File: src/rtl/sysregs_pkg.sv
// rtl/sysregs_pkg.sv - shared constants, lock state encoding and offset helpers for sysregs_bank
package sysregs_pkg;

  localparam logic [7:0] LOCK_KEY1 = 8'h55;
  localparam logic [7:0] LOCK_KEY2 = 8'hAA;

  // Encoding is visible to software through LOCK reads
  typedef enum logic [1:0] {
    ST_UNLOCKED = 2'd0,
    ST_KEY1     = 2'd1,
    ST_LOCKED   = 2'd2
  } lock_state_t;

  function automatic int STAT_OFS(input int nctl);
    return nctl;
  endfunction

  function automatic int EN_OFS(input int nctl);
    return nctl + 1;
  endfunction

  function automatic int LOCK_OFS(input int nctl);
    return nctl + 2;
  endfunction

  // First channel offset: first even offset after LOCK
  function automatic int CHB(input int nctl);
    return ((nctl + 4) / 2) * 2;
  endfunction

endpackage

File: src/rtl/sysregs_bank_if.sv
// rtl/sysregs_bank_if.sv - slave bus bundle between address decoder and sysregs_bank
interface sysregs_bank_if #(
  parameter int AW = 5
);

  logic [AW-1:0] slv_addr_i;
  logic [7:0]    slv_datawr_i;
  logic          slv_datawr_valid;
  logic [7:0]    slv_datard_o;
  logic          slv_req_i;
  logic          slv_rwn_i;

  modport master (
    output slv_addr_i,
    output slv_datawr_i,
    output slv_datawr_valid,
    output slv_req_i,
    output slv_rwn_i,
    input  slv_datard_o
  );

  modport slave (
    input  slv_addr_i,
    input  slv_datawr_i,
    input  slv_datawr_valid,
    input  slv_req_i,
    input  slv_rwn_i,
    output slv_datard_o
  );

endinterface

File: src/rtl/sysregs_lock_fsm.sv
// rtl/sysregs_lock_fsm.sv - two-key unlock state machine guarding the control bank
module sysregs_lock_fsm
  import sysregs_pkg::*;
(
  input  logic        clk,
  input  logic        resetn,
  input  logic        wr_lock,
  input  logic        wr_other,
  input  logic [7:0]  wdata,
  output lock_state_t state_o
);

  lock_state_t state_q;
  lock_state_t state_d;

  // State register, comes out of reset unlocked
  always_ff @(posedge clk) begin
    if (!resetn) state_q <= ST_UNLOCKED;
    else         state_q <= state_d;
  end

  // Next state: any stray write between the two keys relocks the bank
  always_comb begin
    state_d = state_q;
    case (state_q)
      ST_UNLOCKED: begin
        if (wr_lock) state_d = ST_LOCKED;
      end
      ST_LOCKED: begin
        if (wr_lock && wdata == LOCK_KEY1) state_d = ST_KEY1;
      end
      ST_KEY1: begin
        if (wr_lock)       state_d = (wdata == LOCK_KEY2) ? ST_UNLOCKED : ST_LOCKED;
        else if (wr_other) state_d = ST_LOCKED;
      end
      default: state_d = ST_LOCKED;
    endcase
  end

  assign state_o = state_q;

endmodule

File: src/rtl/sysregs_bank.sv
// rtl/sysregs_bank.sv - lockable control registers, IRQ status/enable and peripheral channel pass-through
module sysregs_bank
  import sysregs_pkg::*;
#(
  parameter int                AW        = 5,
  parameter int                NCTL      = 4,
  parameter int                NCH       = 2,
  parameter logic [8*NCTL-1:0] CTL_RESET = (8*NCTL)'(8'h7F)
) (
  input  logic              clk,
  input  logic              resetn,
  sysregs_bank_if.slave     slv,
  output logic [8*NCTL-1:0] ctl_o,
  input  logic [7:0]        irq_set_i,
  output logic              irq_o,
  output logic              locked_o,
  output logic [7:0]        ch_d_o,
  input  logic [8*NCH-1:0]  ch_d_i,
  output logic [NCH-1:0]    ch_wr_o,
  output logic [NCH-1:0]    ch_rd_o,
  output logic              ch_ad_o
);

  localparam int STAT_A = STAT_OFS(NCTL);
  localparam int EN_A   = EN_OFS(NCTL);
  localparam int LOCK_A = LOCK_OFS(NCTL);
  localparam int CHB_A  = CHB(NCTL);

  logic [AW-1:0] addr;
  logic [7:0]    wdata;
  logic          wstb;
  logic          rstb;

  logic [NCTL-1:0] hit_ctl;
  logic [NCH-1:0]  hit_ch;
  logic            hit_stat;
  logic            hit_en;
  logic            hit_lock;
  logic            mapped;

  logic [7:0]  ctl_q [NCTL];
  logic [7:0]  stat_q;
  logic [7:0]  en_q;
  logic [7:0]  rdata;
  lock_state_t lock_state;
  logic        locked;

  assign addr  = slv.slv_addr_i;
  assign wdata = slv.slv_datawr_i;

  // Strobes are held off during reset so peripherals never see a spurious access
  assign wstb = resetn & slv.slv_req_i & ~slv.slv_rwn_i & slv.slv_datawr_valid;
  assign rstb = resetn & slv.slv_req_i &  slv.slv_rwn_i & slv.slv_datawr_valid;

  assign hit_stat = (addr == AW'(STAT_A));
  assign hit_en   = (addr == AW'(EN_A));
  assign hit_lock = (addr == AW'(LOCK_A));
  assign mapped   = (|hit_ctl) | hit_stat | hit_en | hit_lock | (|hit_ch);

  assign locked   = (lock_state != ST_UNLOCKED);
  assign locked_o = locked;

  for (genvar i = 0; i < NCTL; i++) begin : g_ctl
    assign hit_ctl[i] = (addr == AW'(i));

    // Control register, writes silently dropped while the bank is locked
    always_ff @(posedge clk) begin
      if (!resetn)                             ctl_q[i] <= CTL_RESET[8*i +: 8];
      else if (wstb && hit_ctl[i] && !locked)  ctl_q[i] <= wdata;
    end

    assign ctl_o[8*i +: 8] = ctl_q[i];
  end

  // Sticky status with write-1-to-clear; a same-cycle set overrides the clear
  always_ff @(posedge clk) begin
    if (!resetn) stat_q <= 8'h00;
    else         stat_q <= (stat_q & ~((wstb && hit_stat) ? wdata : 8'h00)) | irq_set_i;
  end

  // Interrupt enable, deliberately outside the lock
  always_ff @(posedge clk) begin
    if (!resetn)              en_q <= 8'h00;
    else if (wstb && hit_en)  en_q <= wdata;
  end

  assign irq_o = |(stat_q & en_q);

  sysregs_lock_fsm u_lock (
    .clk      (clk),
    .resetn   (resetn),
    .wr_lock  (wstb & hit_lock),
    .wr_other (wstb & mapped & ~hit_lock),
    .wdata    (wdata),
    .state_o  (lock_state)
  );

  for (genvar c = 0; c < NCH; c++) begin : g_ch
    assign hit_ch[c]  = ({addr[AW-1:1], 1'b0} == AW'(CHB_A + 2*c));
    assign ch_wr_o[c] = wstb & hit_ch[c];
    assign ch_rd_o[c] = rstb & hit_ch[c];
  end

  assign ch_d_o  = wdata;
  assign ch_ad_o = addr[0];

  // Read mux, zero-latency; unmapped offsets fall through to 8'h00
  always_comb begin
    rdata = 8'h00;
    for (int i = 0; i < NCTL; i++) begin
      if (hit_ctl[i]) rdata = ctl_q[i];
    end
    if (hit_stat) rdata = stat_q;
    if (hit_en)   rdata = en_q;
    if (hit_lock) rdata = {6'b0, lock_state};
    for (int c = 0; c < NCH; c++) begin
      if (hit_ch[c]) rdata = ch_d_i[8*c +: 8];
    end
  end

  assign slv.slv_datard_o = rdata;

endmodule

File: src/flat_wrapper.sv
// flat-port wrapper written by rule: the top's interface ports become plain ports
module sysregs_bank_flat import sysregs_pkg::*;
#(
  parameter int                AW        = 5,
  parameter int                NCTL      = 4,
  parameter int                NCH       = 2,
  parameter logic [8*NCTL-1:0] CTL_RESET = (8*NCTL)'(8'h7F)
)
  (clk, resetn, ctl_o, irq_set_i, irq_o, locked_o, ch_d_o, ch_d_i, ch_wr_o, ch_rd_o, ch_ad_o, slv_slv_addr_i, slv_slv_datawr_i, slv_slv_datawr_valid, slv_slv_req_i, slv_slv_rwn_i, slv_slv_datard_o);
  sysregs_bank_if #(.AW(AW)) slv_i ();
  input  logic clk;
  input  logic resetn;
  output logic [8*NCTL-1:0] ctl_o;
  input  logic [7:0] irq_set_i;
  output logic irq_o;
  output logic locked_o;
  output logic [7:0] ch_d_o;
  input  logic [8*NCH-1:0] ch_d_i;
  output logic [NCH-1:0] ch_wr_o;
  output logic [NCH-1:0] ch_rd_o;
  output logic ch_ad_o;
  input wire logic [$bits(slv_i.slv_addr_i)-1:0] slv_slv_addr_i;
  input wire logic [$bits(slv_i.slv_datawr_i)-1:0] slv_slv_datawr_i;
  input wire logic [$bits(slv_i.slv_datawr_valid)-1:0] slv_slv_datawr_valid;
  input wire logic [$bits(slv_i.slv_req_i)-1:0] slv_slv_req_i;
  input wire logic [$bits(slv_i.slv_rwn_i)-1:0] slv_slv_rwn_i;
  output wire logic [$bits(slv_i.slv_datard_o)-1:0] slv_slv_datard_o;
  assign slv_i.slv_addr_i = slv_slv_addr_i;
  assign slv_i.slv_datawr_i = slv_slv_datawr_i;
  assign slv_i.slv_datawr_valid = slv_slv_datawr_valid;
  assign slv_i.slv_req_i = slv_slv_req_i;
  assign slv_i.slv_rwn_i = slv_slv_rwn_i;
  assign slv_slv_datard_o = slv_i.slv_datard_o;
  sysregs_bank #(.AW(AW), .NCTL(NCTL), .NCH(NCH), .CTL_RESET(CTL_RESET)) u_core (.clk(clk), .resetn(resetn), .slv(slv_i), .ctl_o(ctl_o), .irq_set_i(irq_set_i), .irq_o(irq_o), .locked_o(locked_o), .ch_d_o(ch_d_o), .ch_d_i(ch_d_i), .ch_wr_o(ch_wr_o), .ch_rd_o(ch_rd_o), .ch_ad_o(ch_ad_o));
endmodule
File: config.mk
export PLATFORM = sky130hd
export DESIGN_NAME = sysregs_bank_flat
export DESIGN_NICKNAME = d
export VERILOG_FILES = /design/src/rtl/sysregs_pkg.sv /design/src/rtl/sysregs_bank_if.sv /design/src/rtl/sysregs_lock_fsm.sv /design/src/rtl/sysregs_bank.sv /design/src/flat_wrapper.sv
export SDC_FILE = /design/constraint.sdc
export NUM_CORES = 1
export LEC_CHECK = 0
export ABC_AREA = 1
export CORE_ASPECT_RATIO = 1.2
export CORE_MARGIN = 2
export CORE_UTILIZATION = 25
export CTS_BUF_LIST = sky130_fd_sc_hd__clkbuf_4 sky130_fd_sc_hd__clkbuf_8
export CTS_CLUSTER_SIZE = 40
export DETAILED_ROUTE_END_ITERATION = 6
export PLACE_DENSITY = 0.53
export SLEW_MARGIN = 30
export SYNTH_ARGS = -nofsm -noshare
export SYNTH_HDL_FRONTEND = slang
export SYNTH_HIERARCHICAL = 1
export SYNTH_SLANG_ARGS = --single-unit
File: constraint.sdc
create_clock -name clk -period 2.1 [get_ports clk]
set_input_delay 0.525 -clock clk [delete_from_list [all_inputs] [get_ports clk]]
set_output_delay 0.525 -clock clk [all_outputs]
set_load 0.02 [all_outputs]
==> metrics <==
global placement routability congestion about 0.83; yosys warns 6; area added between synthesis and finish 65.1%; clock share of power 26.0%; vias in the first global route just under 3000; Netlist cell types 28; CTS sink count 50; slowest cell delay on critical path 0.23 ns; routed length on met2 4820 um; worst min-delay path class flop to flop; wire length of the first global-routing pass 14700 um; worst setup slack before clock tree synthesis -0.993 ns; sequential fraction of the synthesis area between 40% and 50%; combinational power share between 20% and 30%; number of pins exceeding their max-slew limit in the final report 0; f_max 0.443 GHz; worst supply voltage drop on vdd 0.000216 V; Synth top area share 35.0%; number of enable flip-flop cells after synthesis 32; I/O pin count 97; failing checks setup timing; layout cell share with drive strength beyond 1 29.1%; WS Path Type primary input to output port; Slowest cell on crit path sky130_fd_sc_hd__nor3_4; Top Metal Used met4; crit end category output port; Critical Path Source Type primary input; Post-Syn Area per Cell 7.71 um^2; Most used DFF post-synth sky130_fd_sc_hd__edfxtp_1; Final setup violation count 8; final critical-path setup slack -0.155 ns; antenna viol nets, final 0; Die Span X 99.7 um; port buffer count 96; DRC Markers 0; largest fanout on the critical path 5; cell area reported after detailed placement 0.00419 mm^2; number of antenna violations at the first check in global routing 0; final antenna diode count 0; critical path buffer and inverter count 4; CP Data Arrival Time 1.73 ns; routed wire length 9310 um; cell area after layout 0.00453 mm^2; internal reg-to-reg setup slack 0.69 ns; Met3 Routed Length 511 um; Leakage Power 0.00200 uW; Reg clk slew, reported paths 0.09 ns; synthesized instance count 356; transition time at the pin with the least slew margin 0.286 ns; number of placement rows 41; post-layout power 2090 uW; number of nets in the layout about 550; minimum clock period 2.25 ns; Root Driver sky130_fd_sc_hd__clkbuf_8; Crit path top cell by count sky130_fd_sc_hd__buf_6; hold violation total from the final report 0; iteration-0 DRC count of the detailed router 99; wire length on met1 approximately 3800 um; sw frac ~27%; max_cap viols 0; Final Hold Slack around 0.5 ns; PD cells 460 mW/mm^2; CTS tree done; dominant cell type by area after synthesis sky130_fd_sc_hd__edfxtp_1; part of the cycle the worst path needs 107%; Internal Dissipation 1520 uW; leading cell type by number of instances after synthesis sky130_fd_sc_hd__nand2_1; unrepaired setup endpoints after global routing true; clock network latency to the later pin of the worst-skew pair 0.30 ns; CTS H-Tree Depth 2; via count normalized by instance count 4.60; cts bufs inserted 5; routed length per placed instance 14.6 um; residual overflow from global routing 0; quantity of hold-fixing buffers added after cts 0; Core Area 0.0106 mm^2; end-of-flow core utilization a little over two fifths; number of inserted filler cells in the final layout 1078; share of power burned in registers 52.4%; top cells by count, synth sky130_fd_sc_hd__nand2_1, sky130_fd_sc_hd__nor2_1, sky130_fd_sc_hd__inv_1; initial core utilization 25.9%; WP data required 1.57 ns; Netlist Area Pre-Place 0.00275 mm^2; power dissipated by switching net loads 563 uW; buffer levels on the longest clock path 2; chip height 119 um; cells traversed along the worst timing path buf_8, inv_2, nand2_2, buf_6, nor3_4, nand2_4, or2_1, nand2_1, nand3_2, buf_6; kind of cell adding the most delay to the critical path simple AND/OR/NAND/NOR gates; outcome complete, but fails checks; global-route total usage across every layer 15.7%; total iterations of the first detailed-routing run 4; flops & latches, synth 50; Synth area leaders sky130_fd_sc_hd__edfxtp_1, sky130_fd_sc_hd__dfxtp_1, sky130_fd_sc_hd__nand2_1, sky130_fd_sc_hd__nor2_1, sky130_fd_sc_hd__inv_1; net count after synthesis 398; HPWL Detailed 7480 um; Synth async-reset ratio 0%; largest net degree at the start of global routing 16; Layout Skew about 0.0073 ns; count of vias placed by the detailed router roughly 2900; remaining max-slew budget at the tightest pin 80.9%; Die Footprint around 0.012 mm^2
-- per-layer routing --
| metal | up-vias | track usage [%] |
|---|---|---|
| met4 | 0 | 4.20 |
| li1 | 1467 | - |
| met1 | 1354 | 19.2 |
| met5 | - | 0 |
| met2 | 97 | 28.6 |
| met3 | 12 | 2.29 |
-- worst register-to-register path, stage by stage, from the launching register on --
cell and delay [ns]:
sky130_fd_sc_hd__dfxtp_1 0.36, sky130_fd_sc_hd__nor2_1 0.11, sky130_fd_sc_hd__inv_1 0.08, sky130_fd_sc_hd__nor2_2 0.19, sky130_fd_sc_hd__nand2_1 0.10, sky130_fd_sc_hd__buf_4 0.15
sky130_fd_sc_hd__inv_2 0.11, sky130_fd_sc_hd__nand2_1 0.07
-- final timing paths --
kind | cells past startpoint | to | from
max | 10 | slv_slv_datard_o[2] | slv_slv_addr_i[3]
min | 2 | u_core/en_q[6] | u_core/en_q[6]
max reg2reg | 7 | u_core/ctl_q[0][4] | u_core/u_lock/state_o[1]
min reg2reg | 2 | u_core/en_q[6] | u_core/en_q[6]
-- cell families after synthesis --
| logic type | synth area share, % |
|---|---|
| AOI/OAI and AO/OA | 9.61 |
| buffers and inverters | 10.4 |
| DFF | 48.1 |
| and+or+nand+nor | 31.8 |
-- power by group through the flow --
stage	Combinational (uW)	Sequential (uW)	Clock [uW]
floorplan	145	1130	0
global placement	414	1120	0
detailed placement	416	1120	0
CTS	432	1090	555
global route	485	1100	590
finish	449	1090	542
-- area by class of cell --
class	instances	area [um^2]	area share (%)
repair buffers	156	1450	31.9
flip-flops and latches	50	1320	29.1
multi-input cells	243	1320	29.1
inverters	51	203	4.47
well taps	129	161	3.56
clock buffers	5	68.8	1.52
clock inverters	3	16.3	0.359
-- cells in the final DEF, fill, tap and decap left out, drive strengths merged, types with 18 or more instances in the layout --
cell	Yosys	layout
buf	13	77
dfxtp	18	18
nor2	59	59
nand3	19	19
inv	49	49
nand2	86	87
o21ai	22	22
edfxtp	32	32
clkdlybuf4s50	0	68
nand4	19	19
a21oi	21	21
-- stage by stage --
step | cells | TNS [ns]
2_1_floorplan | 356 | 0
3_3_place_gp | 621 | -22.39
3_5_place_dp | 621 | -22.14
4_1_cts | 634 | -1.22
5_1_grt | 637 | -1.68
6_report | 637 | -0.835
-- state kept, by name, indices dropped and copies added, names as in the netlist --
register / cells
u_core/ctl_q: 32
u_core/en_q: 8
u_core/stat_q: 8
u_core/u_lock/state_o: 2
-- timing repair --
item,4_1_cts,5_1_grt
gates cloned,1,0
buffers inserted,4,3
pin swaps,18,27
resized for setup,121,48
endpoints found under the setup margin,22,13
No activity file was read; power rests on OpenSTA's default activity.
